**config.mk**
```make
export PLATFORM = sky130hd
export DESIGN_NAME = sine_voice_scheduler
export DESIGN_NICKNAME = d
export VERILOG_FILES = /design/src/rtl/sine_voice_scheduler.sv
export SDC_FILE = /design/constraint.sdc
export NUM_CORES = 1
export LEC_CHECK = 0
export CORE_AREA = 2 2 196 198
export DETAILED_ROUTE_END_ITERATION = 10
export DIE_AREA = 0 0 198 200
export GPL_TIMING_DRIVEN = 0
export PLACE_DENSITY_LB_ADDON = 0.25
export SYNTH_ARGS = -nofsm -noshare
export SYNTH_HDL_FRONTEND = slang
export SYNTH_SLANG_ARGS = --single-unit
export TNS_END_PERCENT = 10
```
**constraint.sdc**
```tcl
create_clock -name clk -period 12 [get_ports clk]
set_input_delay 2.4 -clock clk [delete_from_list [all_inputs] [get_ports clk]]
set_output_delay 2.4 -clock clk [all_outputs]
set_load 0.05 [all_outputs]
```
**src/rtl/sine_voice_scheduler.sv**
```systemverilog
// Shares one registered sine LUT across NUM_VOICES phase-accumulator voices and mixes them per sample tick.
// Optional per-voice volume scaling: define SINE_SCHED_VOLUME_EN.
module sine_voice_scheduler #(
  parameter int NUM_VOICES = 4,
  parameter int VW         = $clog2(NUM_VOICES),
  parameter int MIX_W      = 16 + VW
) (
  input  logic             clk,
  input  logic             reset,
  input  logic             sample_tick,
  input  logic             cfg_we,
  input  logic [VW-1:0]    cfg_voice,
  input  logic [31:0]      cfg_inc,
  input  logic             cfg_en,
  input  logic [7:0]       cfg_vol,
  output logic [8:0]       lut_addr,
  input  logic [15:0]      lut_data,
  output logic [15:0]      voice_sample,
  output logic [VW-1:0]    voice_idx,
  output logic             voice_valid,
  output logic [MIX_W-1:0] mix_out,
  output logic             mix_valid,
  output logic             busy,
  output logic             overrun
);

  localparam int CW = VW + 1;
  localparam logic [CW-1:0] ISSUE_END = CW'(NUM_VOICES);
  localparam logic [CW-1:0] RUN_END   = CW'(NUM_VOICES + 1);
  localparam logic [VW-1:0] LAST_IDX  = VW'(NUM_VOICES - 1);

  typedef enum logic [1:0] {IDLE, RUN, DRAIN} state_t;

  state_t                state;
  logic [CW-1:0]         cnt;
  logic [31:0]           phase [NUM_VOICES];
  logic [31:0]           inc   [NUM_VOICES];
  logic [NUM_VOICES-1:0] en;

  logic                  iss_valid, iss_en, dat_valid, dat_en, voice_en;
  logic [VW-1:0]         iss_idx, dat_idx, issue_k;
  logic                  issue_now, tick_accept, cfg_ok;
  logic [15:0]           cap_sample;
  logic [MIX_W-1:0]      acc, contrib;

  assign tick_accept = (state == IDLE) && sample_tick;
  assign issue_now   = tick_accept || ((state == RUN) && (cnt < ISSUE_END));
  assign issue_k     = (state == IDLE) ? '0 : cnt[VW-1:0];
  assign cfg_ok      = cfg_we && ({1'b0, cfg_voice} < ISSUE_END);

`ifdef SINE_SCHED_VOLUME_EN
  logic [7:0]         vol [NUM_VOICES];
  logic [7:0]         iss_vol, dat_vol;
  logic signed [24:0] prod;

  // Volume is carried down the pipeline with the voice tag so the scale matches the issued voice.
  assign prod       = $signed(lut_data) * $signed({1'b0, dat_vol});
  assign cap_sample = 16'(prod >>> 8);
`else
  logic unused_vol;

  assign unused_vol = ^cfg_vol;
  assign cap_sample = lut_data;
`endif

  assign contrib = voice_en ? {{(MIX_W-16){voice_sample[15]}}, voice_sample} : '0;

  // Sequencer, voice state and LUT issue. The config write is placed last so it overrides the
  // phase step of the same cycle; the issued address always reflects the pre-write registers.
  always_ff @(posedge clk) begin
    if (reset) begin
      state     <= IDLE;
      cnt       <= '0;
      busy      <= 1'b0;
      overrun   <= 1'b0;
      lut_addr  <= '0;
      iss_valid <= 1'b0;
      iss_idx   <= '0;
      iss_en    <= 1'b0;
      en        <= '0;
      for (int i = 0; i < NUM_VOICES; i++) begin
        phase[i] <= '0;
        inc[i]   <= '0;
`ifdef SINE_SCHED_VOLUME_EN
        vol[i]   <= 8'hFF;
`endif
      end
`ifdef SINE_SCHED_VOLUME_EN
      iss_vol   <= '0;
`endif
    end else begin
      iss_valid <= issue_now;
      if (issue_now) begin
        lut_addr <= phase[issue_k][31:23];
        iss_idx  <= issue_k;
        iss_en   <= en[issue_k];
`ifdef SINE_SCHED_VOLUME_EN
        iss_vol  <= vol[issue_k];
`endif
        if (en[issue_k]) phase[issue_k] <= phase[issue_k] + inc[issue_k];
      end

      if (sample_tick && (state != IDLE)) overrun <= 1'b1;

      case (state)
        IDLE: begin
          if (sample_tick) begin
            state <= RUN;
            cnt   <= CW'(1);
            busy  <= 1'b1;
          end
        end
        RUN: begin
          if (cnt == RUN_END) state <= DRAIN;
          else                cnt   <= cnt + CW'(1);
        end
        DRAIN: begin
          state <= IDLE;
          busy  <= 1'b0;
        end
        default: begin
          state <= IDLE;
          busy  <= 1'b0;
        end
      endcase

      if (cfg_ok) begin
        inc[cfg_voice] <= cfg_inc;
        en[cfg_voice]  <= cfg_en;
`ifdef SINE_SCHED_VOLUME_EN
        vol[cfg_voice] <= cfg_vol;
`endif
        if (!cfg_en) phase[cfg_voice] <= '0;
      end
    end
  end

  // Capture and mix: the tag follows the LUT's one-cycle latency, then the last voice closes the mix.
  always_ff @(posedge clk) begin
    if (reset) begin
      dat_valid    <= 1'b0;
      dat_idx      <= '0;
      dat_en       <= 1'b0;
      voice_valid  <= 1'b0;
      voice_idx    <= '0;
      voice_sample <= '0;
      voice_en     <= 1'b0;
      acc          <= '0;
      mix_out      <= '0;
      mix_valid    <= 1'b0;
`ifdef SINE_SCHED_VOLUME_EN
      dat_vol      <= '0;
`endif
    end else begin
      dat_valid   <= iss_valid;
      dat_idx     <= iss_idx;
      dat_en      <= iss_en;
`ifdef SINE_SCHED_VOLUME_EN
      dat_vol     <= iss_vol;
`endif
      voice_valid <= dat_valid;
      mix_valid   <= 1'b0;
      if (dat_valid) begin
        voice_sample <= cap_sample;
        voice_idx    <= dat_idx;
        voice_en     <= dat_en;
      end
      if (tick_accept) begin
        acc <= '0;
      end else if (voice_valid) begin
        if (voice_idx == LAST_IDX) begin
          mix_out   <= acc + contrib;
          mix_valid <= 1'b1;
        end else begin
          acc <= acc + contrib;
        end
      end
    end
  end

endmodule
```
Word-level counts from Yosys, hierarchy flattened
Memory sizes are Yosys's and may differ from the RTL's.
Cells that the tools add are included.
- div/mod/pow operators: 0
- mux-type cells: 38
- shift operators: 0
- $lt $le $gt $ge: 4
- add/sub/neg operators: 3
- eq/ne operators: 6
- reduce and logical (&&, ||, !) cells: 18
- bitwise gates (word level): 4
- multipliers: 0
- operator list (cell ; count):
    2-to-1 mux 32 bit ; 3
    OR reduction 32 bit ; 3
    adder 32 bit ; 1
    2-to-1 mux 1 bit ; 20
    adder 18 bit ; 1
    2-to-1 mux 18 bit ; 1
    2-to-1 mux 2 bit ; 6
    less-than comparator 2 x 3 -> 1 bit (second input constant) ; 2
    2-to-1 mux 3 bit ; 2
    one-hot mux 3 bit (2 select lines) ; 1
    AND reduction 2 bit ; 3
    AND reduction 3 bit ; 2
    bitwise mux 4 bit ; 1
    logical AND 1 bit ; 4
    inequality test 2 bit (second input constant) ; 2
    inverter 1 bit ; 4
    one-hot mux 2 bit (2 select lines) ; 1
    nonzero test 2 bit ; 2
    adder 3 x 1 -> 3 bit (second input constant) ; 1
    == test 3 bit (second input constant) ; 1
    less-than comparator 3 bit (second input constant) ; 1
    OR reduction 3 bit ; 1
    binary-select mux 1 bit (select 2 bit) ; 1
    demux 1 bit (select 2 bit) ; 1
    other kinds (8) ; 8
- memories: 2
- input port bits: 63
- bits in writable memories: 256
- logic and storage cells: 94
- ROM bits: 0
- latch bits: 0
- register bits after elaboration: 85
- output and inout bits: 49
- memories (name ; words ; bits a word ; rd ports ; clocked after memory_dff ; wr ports ; line ; RTL):
    inc ; 4 ; 32 ; 1 ; 0 ; 4 ; 37 ; logic [31:0] inc [NUM_VOICES];
    phase ; 4 ; 32 ; 1 ; 0 ; 4 ; 36 ; logic [31:0] phase [NUM_VOICES];

Depth between registers and ports, before layout
- depth in word-level cells: 10
- depth in mapped cells: 19
- depth with buffers taken out: 15

Worst setup path before layout
No wires, ideal clock.
- kind: reg-to-reg
- start point: reg state[1]
- end point: mem phase[1][26]
- required time: 11866 ps
- buffers on the path: 4
- cell stages (with the launch flop): 17
- period minus slack after synthesis: 4345 ps
- path slack: 7655 ps
- arrival time: 4211 ps
- library setup time: 134 ps
- cells stage by stage: dfxtp_1 > buf_2 > o21a_1 > clkbuf_1 > buf_1 > buf_1 > a21oi_1 > a221o_1 > ha_1 > a21o_1 > or3_4 > o211ai_2 > or3b_4 > o31a_1 > mux2i_1 > a2111oi_2 > o21ai_1
- RTL lines (element ; line ; RTL):
    start, declared ; 34 ; state_t state;
    start signal, assigned ; 72 ; state <= IDLE;
    start signal, assigned ; 108 ; state <= RUN;
    start signal, assigned ; 114 ; if (cnt == RUN_END) state <= DRAIN;
    end, declared ; 36 ;

==> reports/results.tsv <==
stage	metric	value	unit
run_status	status	finished clean	
die	chip height	200	µm
timing	Worst Skew	0.0230	ns
job	max cap viols	0	
clock_network	cts hold-fix bufs	0	
die	Core Area	37400	µm²
grt	global-route wire length before repair	77900	µm
clock_network	post-CTS sizing	0	
layout	layout cells sized above 1	0.0637	
power_and_ir_drop	combinational share of power	0.117	
timing	Final Max Tran Viols	0	
critical_path	worst r2r src	state[1]	
routing	Via Count	14471	
routing	final wirelength	50900	µm
layout	ANT cells	0	
critical_path	WP data arrival	6.44	ns
power_and_ir_drop	Pint	2.01	mW
timing	clock period minus worst slack	5.94	ns
critical_path	Required @ worst endpoint	12.50	ns
routing	Pre-antenna DRT Iters	6	
layout	P&R area growth vs syn	17.7	%
synth	cell count after synthesis	1818	
synth	sequential fraction of the synthesis area	0.484	
grt	remaining global-route overflow	0	
placement	Final Wtd Congestion	0.874	
timing	RSZ-0062 raised after global routing	false	
clock_network	root buf cell	clkbuf_16	
critical_path	Buffers & Inverters on Critical Path	4	
grt	M2 GR Usage	0.412	
timing	final hold viol count	0	
power_and_ir_drop	Overall Power	2.73	mW
synth	Yosys reg bits	341	
placement	port buffer count	101	
critical_path	Worst setup EP type	flop	
power_and_ir_drop	Power Dens Cells	139	nW/µm²
power_and_ir_drop	Clk pwr share	0.420	
worst_hold_path	min-delay src	iss_valid	
critical_path	worst-path cell chain	buf_2 > o21a_1 > clkbuf_1 > buf_1 > buf_1 > o21ai_0 > ha_1 > and3_2 > o21ai_1 > a21oi_1 > o31ai_1 > a21oi_1 > or4bb_1 > o211ai_1 > a22o_1	
critical_path	Critical Path Fanout Max	10	
clock_network	CTS tree	yes	
synth	syn nets	1933	
routing	Vias/cell	5.78	
clock_network	Max clock buf depth	3	
synth	Post-Syn Area	16700	µm²
die	die footprint	39600	µm²
power_and_ir_drop	switching share of power	0.266	
critical_path	Reg2Reg Depth	15	
power_and_ir_drop	sequential power share	0.463	
grt	vias in the first global route	13905	
grt	met1 Use GR	0.337	
clock_network	depth of the CTS H-tree	2	
synth	syn_area_per_cell	9.21	µm²
synth	Post-synth EDFFs	128	
timing	Peak Freq	0.168	GHz
power_and_ir_drop	Pleak	7.89	nW
worst_hold_path	hold crit path type	flop to flop	
critical_path	reg-to-reg endpoint	phase[3][29]	
clock_network	CTS Buf Count	39	
grt	grt met3 use	0.0445	
timing	setup violators final	0	
routing	Initial DRC Count	1081	
routing	post-route antenna net violation count	0	
timing	worst slew pin tran	1.25	ns
power_and_ir_drop	Peak VDD IR	0.000106	V
clock_network	postcts setup bufs	0	
die	I/O pin count	112	
critical_path	Critical Path Max Stage Delay	0.69	ns
timing	final setup TNS	0	ns
grt	largest net degree at the start of global routing	32	
clock_network	clock latency on the worst-skew pair	0.57	ns
placement	HPWL Detailed	36100	µm
die	Die Width	198	µm
routing	DRC viols	0	
die	Starting Density	0.448	
grt	all-layer global routing usage	0.257	
timing	Final Cycle Share	0.495	
synth	top_reg_cell synth	dfxtp_1	
synth	asr flop ratio synth	0	
grt	GRT busiest layer	met2	
synth	Synth cell types	78	
timing	Max-slew headroom	0.158	
worst_hold_path	WHS Endpoint	dat_valid	
critical_path	critical path type	flop to flop	
layout	nets	2079	
power_and_ir_drop	P_sw	0.726	mW
clock_network	Clk pin slew, worst setup/hold paths	0.06	ns
critical_path	crit path launch type	flop	
critical_path	Critical Path Slowest Stage Cell	buf_1	
synth	Ys Warns	0	
worst_hold_path	WHS Path Cells	1	
grt	initial antenna violation count	1	
critical_path	Reg2Reg Setup Slack	6.06	ns
routing	wire per inst	20.3	µm
clock_network	Sink Count	341	
die	FP Rows	71	
critical_path	crit-path leading delay family	compound AO/OA/AOI/OAI gates	
==> cell usage after synthesis, drive strengths merged, types with 23 or more instances <==
library cell	instances	area (µm²)
a221o	33	330
nand3	53	270
and3	52	327
inv	50	188
nor2	184	693
a22oi	24	180
mux2i	47	470
xnor2	23	201
buf	37	188
ha	50	626
nor3	33	191
dfxtp	213	4260
nand2	270	1010
o21ai	56	284
a22o	57	499
clkbuf	89	334
a21oi	169	850
edfxtp	128	3840
==> cells by family (layout without fill, tap and decap cells) <==
kind of cell | Yosys count | in the layout | synth area share
muxes | 51 | 51 | 0.0308
buffers and inverters | 176 | 351 | 0.0424
adders and majority gates | 52 | 52 | 0.0398
xor gates and xnor gates | 37 | 37 | 0.0198
and+or+nand+nor | 702 | 702 | 0.194
DFF | 341 | 341 | 0.484
AOI/OAI and AO/OA | 459 | 459 | 0.189
==> worst max path at each step <==
| stage | from | to | cells after the start |
|---|---|---|---|
| after floorplan | state[1] | phase[1][26] | 16 |
| after global placement | cfg_voice[0] | inc[1][16] | 4 |
| after detailed placement | state[1] | phase[2][26] | 18 |
| after CTS | state[1] | phase[2][26] | 18 |
| after global routing | state[1] | phase[2][26] | 18 |
| final | state[1] | phase[3][29] | 15 |
==> power groups by stage <==
| stage | combinational, mW | clock, mW | sequential (mW) |
|---|---|---|---|
| final | 0.320 | 1.15 | 1.26 |
| after global routing | 0.344 | 1.21 | 1.27 |
| after CTS | 0.317 | 1.16 | 1.26 |
| after detailed placement | 0.315 | 0 | 1.29 |
| after global placement | 0.305 | 0 | 1.29 |
| after floorplan | 0.185 | 0 | 1.30 |
==> area by class of cell <==
| class | instances | area [µm²] |
|---|---|---|
| Buffer | 126 | 522 |
| Inverter | 50 | 188 |
| Clock buffer | 55 | 1120 |
| Tap cell | 511 | 639 |
| Fill cell | 3443 | 17700 |
| Sequential cell | 341 | 8110 |
| Timing Repair Buffer | 105 | 1100 |
| Multi-Input combinational cell | 1301 | 7930 |
| Clock inverter | 15 | 92.6 |
==> layout by cell type (no fill, tap or decap), types with 17 or more instances in the layout <==
master,instances
a21o_1,20
a21oi_1,168
a221o_1,33
a22o_1,57
a22oi_1,24
and2_1,21
and3_1,51
buf_2,18
clkbuf_1,99
clkbuf_16,41
clkdlybuf4s50_1,101
dfxtp_1,213
edfxtp_1,128
ha_1,50
inv_1,50
mux2i_1,47
nand2_1,266
nand2b_1,17
nand3_1,52
nor2_1,183
nor3_1,29
o21ai_0,47
xnor2_1,23
==> layer usage <==
layer | vias up | routed length (µm)
met1 | 7001 | 21900
li1 | 6824 | -
met5 | - | 0
met2 | 510 | 23200
met3 | 136 | 3530
met4 | 0 | 2290
==> sequential cells by signal, summed over array words and instances (netlist names), 3 cells and up <==
register and count:
voice_sample 16, phase 128, inc 128, lut_addr 9, acc 18, mix_out 18
en 4, cnt 3
==> stage by stage <==
stage                     setup slack (ns)  hold WS [ns]  cell area, µm²  cells  utilization
after floorplan                       7.66         0.414           16700   1818            -
after global placement                6.17         0.421           18400   2430        0.492
after global routing                  5.80         0.459           19700   2504        0.527
after CTS                             6.21         0.436           19700   2504        0.527
after detailed placement              6.23         0.425           18500   2434        0.494
final                                 6.06         0.443           19700   2504        0.527
(Power assumes the default switching activity.)
